--- src/rtl/fb_pkg.sv ---
// Shared definitions for the framebuffer port arbiter.
//   - default raster geometry and framebuffer address width
//   - port-owner state encoding
//   - linear pixel address helper: y * x_pixels + x
package fb_pkg;

    localparam int X_PIXELS = 800;
    localparam int Y_PIXELS = 600;
    localparam int ADDR_W   = 19;
    localparam int FB_WORDS = X_PIXELS * Y_PIXELS;

    typedef enum logic [1:0] {
        SCAN   = 2'd0,
        HBLANK = 2'd1,
        VBLANK = 2'd2
    } fb_state_e;

    // Row-major linear address. Width is fixed at 32 bits; callers
    // truncate to their own address width.
    function automatic logic [31:0] lin_addr(input logic [9:0]  x,
                                             input logic [9:0]  y,
                                             input int unsigned xpix);
        return ({22'd0, y} * xpix) + {22'd0, x};
    endfunction

endpackage

--- src/rtl/fb_port_arbiter_rr.sv ---
// Round-robin arbiter with a registered pointer.
// Ports:
//   clock, reset : pixel clock, async active-low reset
//   iReq[N]      : request levels
//   iEnable      : when low no grant is issued and the pointer holds
//   oGnt[N]      : one-hot grant, combinational from iReq and the pointer
// The pointer holds the index of the last granted requester; the search
// starts at pointer+1 and wraps. Reset value N-1 makes requester 0 win first.
module rr_arbiter #(
    parameter int N = 2
) (
    input  logic         clock,
    input  logic         reset,
    input  logic [N-1:0] iReq,
    input  logic         iEnable,
    output logic [N-1:0] oGnt
);

    localparam int           PW = (N > 1) ? $clog2(N) : 1;
    localparam logic [PW:0]  NW = (PW + 1)'(N);

    logic [PW-1:0] r_ptr;
    logic [N-1:0]  w_gnt;
    logic [PW-1:0] w_gnt_idx;
    logic          w_any;
    logic [PW:0]   w_sum;

    always_comb begin
        w_gnt     = '0;
        w_gnt_idx = r_ptr;
        w_any     = 1'b0;
        w_sum     = '0;
        for (int k = 1; k <= N; k++) begin
            w_sum = {1'b0, r_ptr} + (PW + 1)'(k);
            if (w_sum >= NW)
                w_sum = w_sum - NW;
            if (!w_any && iReq[w_sum[PW-1:0]]) begin
                w_any                = 1'b1;
                w_gnt[w_sum[PW-1:0]] = 1'b1;
                w_gnt_idx            = w_sum[PW-1:0];
            end
        end
        if (!iEnable) begin
            w_gnt = '0;
            w_any = 1'b0;
        end
    end

    always_ff @(posedge clock or negedge reset) begin
        if (!reset)
            r_ptr <= PW'(N - 1);
        else if (w_any)
            r_ptr <= w_gnt_idx;
    end

    assign oGnt = w_gnt;

endmodule

--- src/rtl/fb_port_arbiter.sv ---
// Framebuffer single-port owner: shares one synchronous RAM port between
// VGA scan-out reads and NUM_REQ round-robin writers.
// Ports:
//   clock, reset          : pixel clock, async active-low reset
//   iX, iY, iActive       : raster position and visible-pixel flag
//   iReq, iAddr, iData    : writer request level, address, data (writer i at slice i)
//   oGnt                  : one-hot accept pulse; the write is taken at the end of this cycle
//   oMemAddr/We/Wdata     : registered RAM port
//   iMemRdata             : RAM read data, one cycle after the address
//   oPixel, oPixelValid   : scan-out pixel, iActive delayed three cycles
//   oVblank, oFrameDone   : vertical blank state and its entry pulse
//   oAddrErr              : sticky, a granted write was outside the framebuffer
// Scan-out always wins while iActive is high. Writers are served only while
// the registered state is a permitted blanking window, so the first cycle
// after iActive falls (state still SCAN) and the first active cycle never grant.
module fb_port_arbiter #(
    parameter int NUM_REQ     = 2,
    parameter int X_PIXELS    = fb_pkg::X_PIXELS,
    parameter int Y_PIXELS    = fb_pkg::Y_PIXELS,
    parameter int ADDR_W      = fb_pkg::ADDR_W,
    parameter int DATA_W      = 8,
    parameter int VBLANK_ONLY = 0
) (
    input  logic                      clock,
    input  logic                      reset,
    input  logic [9:0]                iX,
    input  logic [9:0]                iY,
    input  logic                      iActive,
    input  logic [NUM_REQ-1:0]        iReq,
    input  logic [NUM_REQ*ADDR_W-1:0] iAddr,
    input  logic [NUM_REQ*DATA_W-1:0] iData,
    output logic [NUM_REQ-1:0]        oGnt,
    output logic [ADDR_W-1:0]         oMemAddr,
    output logic                      oMemWe,
    output logic [DATA_W-1:0]         oMemWdata,
    input  logic [DATA_W-1:0]         iMemRdata,
    output logic [DATA_W-1:0]         oPixel,
    output logic                      oPixelValid,
    output logic                      oVblank,
    output logic                      oFrameDone,
    output logic                      oAddrErr
);

    import fb_pkg::fb_state_e;
    import fb_pkg::SCAN;
    import fb_pkg::HBLANK;
    import fb_pkg::VBLANK;
    import fb_pkg::lin_addr;

    // bit 0: address on the port, bit 1: RAM data back, bit 2: pixel out
    localparam int                RD_STAGES = 2;
    localparam logic [9:0]        Y_LAST    = 10'(Y_PIXELS - 1);
    localparam logic [ADDR_W:0]   FB_LIMIT  = (ADDR_W + 1)'(X_PIXELS * Y_PIXELS);

    fb_state_e             r_state, w_state_nxt;
    logic                  r_prev_active;
    logic                  w_rise, w_fall;
    logic                  w_win_open, w_arb_en;
    logic [NUM_REQ-1:0]    w_gnt;
    logic                  w_wr_go, w_in_range;
    logic [ADDR_W-1:0]     w_rd_addr, w_wr_addr;
    logic [DATA_W-1:0]     w_wr_data;

    logic [ADDR_W-1:0]     r_mem_addr;
    logic                  r_mem_we;
    logic [DATA_W-1:0]     r_mem_wdata;
    logic [DATA_W-1:0]     r_pixel;
    logic [RD_STAGES:0]    r_vld_pipe;
    logic                  r_frame_done;
    logic                  r_addr_err;

    // ------------------------------------------------------------------
    // Port-owner state
    // ------------------------------------------------------------------
    assign w_rise = iActive & ~r_prev_active;
    assign w_fall = ~iActive & r_prev_active;

    always_comb begin
        w_state_nxt = r_state;
        if (w_rise)
            w_state_nxt = SCAN;
        else if (w_fall)
            w_state_nxt = (iY == Y_LAST) ? VBLANK : HBLANK;
    end

    always_ff @(posedge clock or negedge reset) begin
        if (!reset) begin
            r_state       <= VBLANK;
            r_prev_active <= 1'b0;
            r_frame_done  <= 1'b0;
        end else begin
            r_state       <= w_state_nxt;
            r_prev_active <= iActive;
            r_frame_done  <= (w_state_nxt == VBLANK) && (r_state != VBLANK);
        end
    end

    // ------------------------------------------------------------------
    // Writer arbitration
    // ------------------------------------------------------------------
    assign w_win_open = (r_state == VBLANK) ||
                        ((VBLANK_ONLY == 0) && (r_state == HBLANK));

    // reset is folded in so no accept pulse can be seen while held in reset
    assign w_arb_en = reset & ~iActive & w_win_open;

    rr_arbiter #(.N(NUM_REQ)) u_rr (
        .clock   (clock),
        .reset   (reset),
        .iReq    (iReq),
        .iEnable (w_arb_en),
        .oGnt    (w_gnt)
    );

    assign w_wr_go = |w_gnt;

    // one-hot grant, so an OR-mux is enough
    always_comb begin
        w_wr_addr = '0;
        w_wr_data = '0;
        for (int i = 0; i < NUM_REQ; i++) begin
            if (w_gnt[i]) begin
                w_wr_addr = w_wr_addr | iAddr[i*ADDR_W +: ADDR_W];
                w_wr_data = w_wr_data | iData[i*DATA_W +: DATA_W];
            end
        end
    end

    assign w_in_range = ({1'b0, w_wr_addr} < FB_LIMIT);
    assign w_rd_addr  = ADDR_W'(lin_addr(iX, iY, X_PIXELS));

    // ------------------------------------------------------------------
    // RAM port and read-return pipeline
    // ------------------------------------------------------------------
    always_ff @(posedge clock or negedge reset) begin
        if (!reset) begin
            r_mem_addr  <= '0;
            r_mem_we    <= 1'b0;
            r_mem_wdata <= '0;
            r_addr_err  <= 1'b0;
        end else if (iActive) begin
            r_mem_addr <= w_rd_addr;
            r_mem_we   <= 1'b0;
        end else if (w_wr_go) begin
            r_mem_addr  <= w_wr_addr;
            r_mem_wdata <= w_wr_data;
            r_mem_we    <= w_in_range;
            if (!w_in_range)
                r_addr_err <= 1'b1;
        end else begin
            r_mem_we <= 1'b0;
        end
    end

    always_ff @(posedge clock or negedge reset) begin
        if (!reset) begin
            r_vld_pipe <= '0;
            r_pixel    <= '0;
        end else begin
            r_vld_pipe <= {r_vld_pipe[RD_STAGES-1:0], iActive};
            if (r_vld_pipe[RD_STAGES-1])
                r_pixel <= iMemRdata;
        end
    end

    assign oGnt        = w_gnt;
    assign oMemAddr    = r_mem_addr;
    assign oMemWe      = r_mem_we;
    assign oMemWdata   = r_mem_wdata;
    assign oPixel      = r_pixel;
    assign oPixelValid = r_vld_pipe[RD_STAGES];
    assign oVblank     = (r_state == VBLANK);
    assign oFrameDone  = r_frame_done;
    assign oAddrErr    = r_addr_err;

endmodule

--- config.mk ---
export PLATFORM = sky130hd
export DESIGN_NAME = fb_port_arbiter
export DESIGN_NICKNAME = d
export VERILOG_FILES = /design/src/rtl/fb_pkg.sv /design/src/rtl/fb_port_arbiter_rr.sv /design/src/rtl/fb_port_arbiter.sv
export SDC_FILE = /design/constraint.sdc
export NUM_CORES = 1
export LEC_CHECK = 0
export ABC_AREA = 1
export CORE_UTILIZATION = 46
export CTS_CLUSTER_DIAMETER = 200
export DETAILED_ROUTE_END_ITERATION = 6
export PLACE_DENSITY = 0.94
export REMOVE_ABC_BUFFERS = 1
export SLEW_MARGIN = 20
export SYNTH_ARGS = -nofsm -noshare
export SYNTH_HDL_FRONTEND = slang
export SYNTH_SLANG_ARGS = --single-unit
--- constraint.sdc ---
create_clock -name clock -period 5.5 [get_ports clock]
set_input_delay 0.55 -clock clock [delete_from_list [all_inputs] [get_ports clock]]
set_output_delay 0.55 -clock clock [all_outputs]
set_load 0.005 [all_outputs]
==> impl_metrics.toml <==
[outcome]
status = "finished clean"

[grt]
grt_pass1_wl_um = 16300
grt_max_degree = 46
groute.usage.overall_pct = 27.0
grt_pass1_vias = 3575
gr-total-overflow = 0
antenna_found_initial = 0

[setup_path]
critPathTopFamily = "adder cells"
critPathLaunchType = "input pin"
crit_arrival_ns = 3.85
critPathKind = "in -> reg"
worst-r2r-setup-slack_ns = 3.28
path_cells = "clkdlybuf4s50_1, inv_1, ha_1, inv_1, ha_1, fa_1, ha_1, xnor2_1, nor2_1, nand3_1, nor2_1, inv_1, nor2_1, nand3_1, nand3_1, nand2_1"
path_buf_inv = 4
crit_slowest_cell = "clkdlybuf4s50_1"
max_stage_delay_ns = 0.55
path_max_fanout = 5
worst_ep_required_time_ns = 5.69
end_kind = "register"

[clock_tree]
clock_sinks = 44
cts_resized = 0
cts_post_setup_buffers_inserted = 0
cts_tree = "done"
cts-buffers-inserted = 5
cts-htree-levels = 2
holdBufCountCts = 0
worstSkewPairLatency_ns = 0.30
root_buffer = "clkbuf_8"
path_clk_slew_ns = 0.08
clockBufferDepth = 2

[sta]
worst_slew_pin_slew_ns = 0.577
fin_crit_sh_pct = 66.6
hold_viol = 0
fin_ws_ns = 1.84
finClkSkew_ns = 0.00561
min_period_ns = 3.66
setup-tns-final_ns = 0
setup_viol = 0
timing.fmax_mhz = 273
max-slew-margin-rel_pct = 61.5
rsz0062_at_grt = "false"
drv_slew = 0

[placed_design]
dp.final_hpwl_um = 8340
gp_congestion = 0.841
numPortBuffers = 128
pre_cts_slack_ns = 1.58

[die]
dieArea_mm2 = 0.00786
io-pin-count = 129
die_w_um = 88.7
num_rows = 31
start_util_pct = 47.6
core_area_mm2 = 0.00725
fp.dieH_um = 88.7

[yosys]
yosysMostFrequentCell = "nand2_1"
synthMuxAreaShare_pct = 2.61
synthTopCellsByArea = "dfrtp_1 (30%), nand2_1 (17%), ha_1 (15%)"
synthSimpleGateAreaFrac_pct = 29.0
ys_seq_area_share_pct = 31.9
synth_area_mm2 = 0.00346
synth_ff_type = "dfrtp_1"
synth_top_family_by_area = "simple AND/OR/NAND/NOR gates"
synth_fa_ha_area_share_pct = 18.3
synth_top_cell_area_share_pct = 30.4
yosysWarnings = 0
synth.distinct_cells = 33
netlist_instances = 455
synth_compound_area_share_pct = 7.24
synth_edf_count = 0
synth_common_cells = "nand2_1 (160), inv_1 (67), dfrtp_1 (42)"
syn_avg_cell_area_um2 = 7.60
ys_seq_elements = 44
synth_top_area_cell = "dfrtp_1"
synth-async-reset-ratio_pct = 100
synth_xor_area_share_pct = 1.27

[power]
p_int_w = 0.000792
power_frac_comb_pct = 48.3
clockPowerShare_pct = 16.9
seqPwrFrac_pct = 34.8
p_total_w = 0.00124
pwr_density_cell_mw_per_mm2 = 252
p_sw_share_pct = 36.1
vdd_drop_max_uv = 94.4
p_switching_w = 0.000447
power_leakage_nw = 2.45

[finish]
fillers = 534
drive_above_1_share_pct = 5.46
final_util_pct = 67.7
nets = 719
area_growth_pct = 42.1
antenna_cells = 0

[routing]
drt-total-wl_um = 10200
num_vias = 3497
drt_iter0_markers = 138
drcViolationCount = 0
ant_nets = 0
drt-vias-per-instance = 5.11
wl_per_cell_um = 14.9
drt-pass1-iter-count = 4

[worst_hold_path]
hold_class = "in -> async"

[run]
max_cap_violations = 0
==> flip-flops by register name, summed over array words and instances, names as in the netlist <==
| signal | flops |
|---|---|
| r_vld_pipe | 3 |
| oMemWe | 1 |
| oMemWdata | 8 |
| oPixel | 8 |
| oAddrErr | 1 |
| oFrameDone | 1 |
| u_rr.r_ptr | 1 |
| oMemAddr | 19 |
| r_state | 2 |
==> metal layers <==
metal  part of all wire (%)  GRT usage (%)
met5                      0              0
met4                    2.8           11.4
met3                    6.9           5.78
met2                     51           51.9
met1                     39           28.3
==> cell usage in the layout (no fill, tap or decap), drive strengths merged, types with 3 or more instances in the layout <==
master	Yosys	final
nand2	163	163
clkdlybuf4s50	0	127
inv	72	72
dfrtp	42	42
ha	41	41
nand3	31	31
a21oi	22	22
nor2	17	17
nand4	13	13
o21ai	11	11
mux2	8	8
fa	6	6
clkbuf	2	6
xnor2	4	4
o21bai	3	3
a21boi	3	3
buf	5	3
==> worst reg2reg max path, cell delays in order (launching register included) <==
cell	delay (ns)
dfstp_2	0.54
ha_1	0.29
nor2_8	0.21
nand2_8	0.08
inv_6	0.22
nand2_1	0.09
nand2_1	0.16
nand2_1	0.07
nor2_1	0.18
nand3b_1	0.13
nand3_1	0.09
nor2_1	0.04
==> power by group through the flow <==
stage | Sequential, W | Clock, W | Combinational, W
6_report | 0.000432 | 0.000209 | 0.000599
5_1_grt | 0.000438 | 0.000226 | 0.000673
4_1_cts | 0.000431 | 0.000211 | 0.000600
3_5_place_dp | 0.000437 | 0 | 0.000596
3_3_place_gp | 0.000433 | 0 | 0.000571
2_1_floorplan | 0.000438 | 0 | 0.000303
==> final cells by class <==
cell class | count | area [µm²] | area share (%)
well taps | 99 | 124 | 2.52
flip-flops and latches | 44 | 1100 | 22.5
clock inverters | 2 | 10.0 | 0.204
multi-input cells | 332 | 2020 | 41.1
repair buffers | 130 | 1290 | 26.3
inverters | 72 | 283 | 5.76
clock buffers | 6 | 82.6 | 1.68
==> kinds of logic after synthesis <==
kind of cell | after synthesis
adders and majority gates | 47
and+or+nand+nor | 228
AOI/OAI and AO/OA | 44
xor gates and xnor gates | 5
buffers and inverters | 79
muxes | 8
DFF | 44
==> through the flow <==
stage / area (µm²) / std cells / hold WS [ns]
6_report: 4910 / 685 / 0.319
5_1_grt: 4910 / 685 / 0.375
4_1_cts: 4910 / 685 / 0.337
3_5_place_dp: 4820 / 677 / 0.371
3_3_place_gp: 4820 / 677 / 0.361
2_1_floorplan: 3400 / 448 / 0.254
==> path summary, 6_finish.rpt <==
path | startpoint | to | cells past startpoint
min in group clock | r_vld_pipe[0] | r_vld_pipe[1] | 0
min reg2reg | r_vld_pipe[0] | r_vld_pipe[1] | 0
max reg2reg | r_state[1] | oMemWe | 11
min | reset | oPixel[5] | 2
max | iY[3] | oMemAddr[18] | 16
max in group asynchronous | reset | oMemWdata[1] | 2
(Power assumes the default switching activity.)
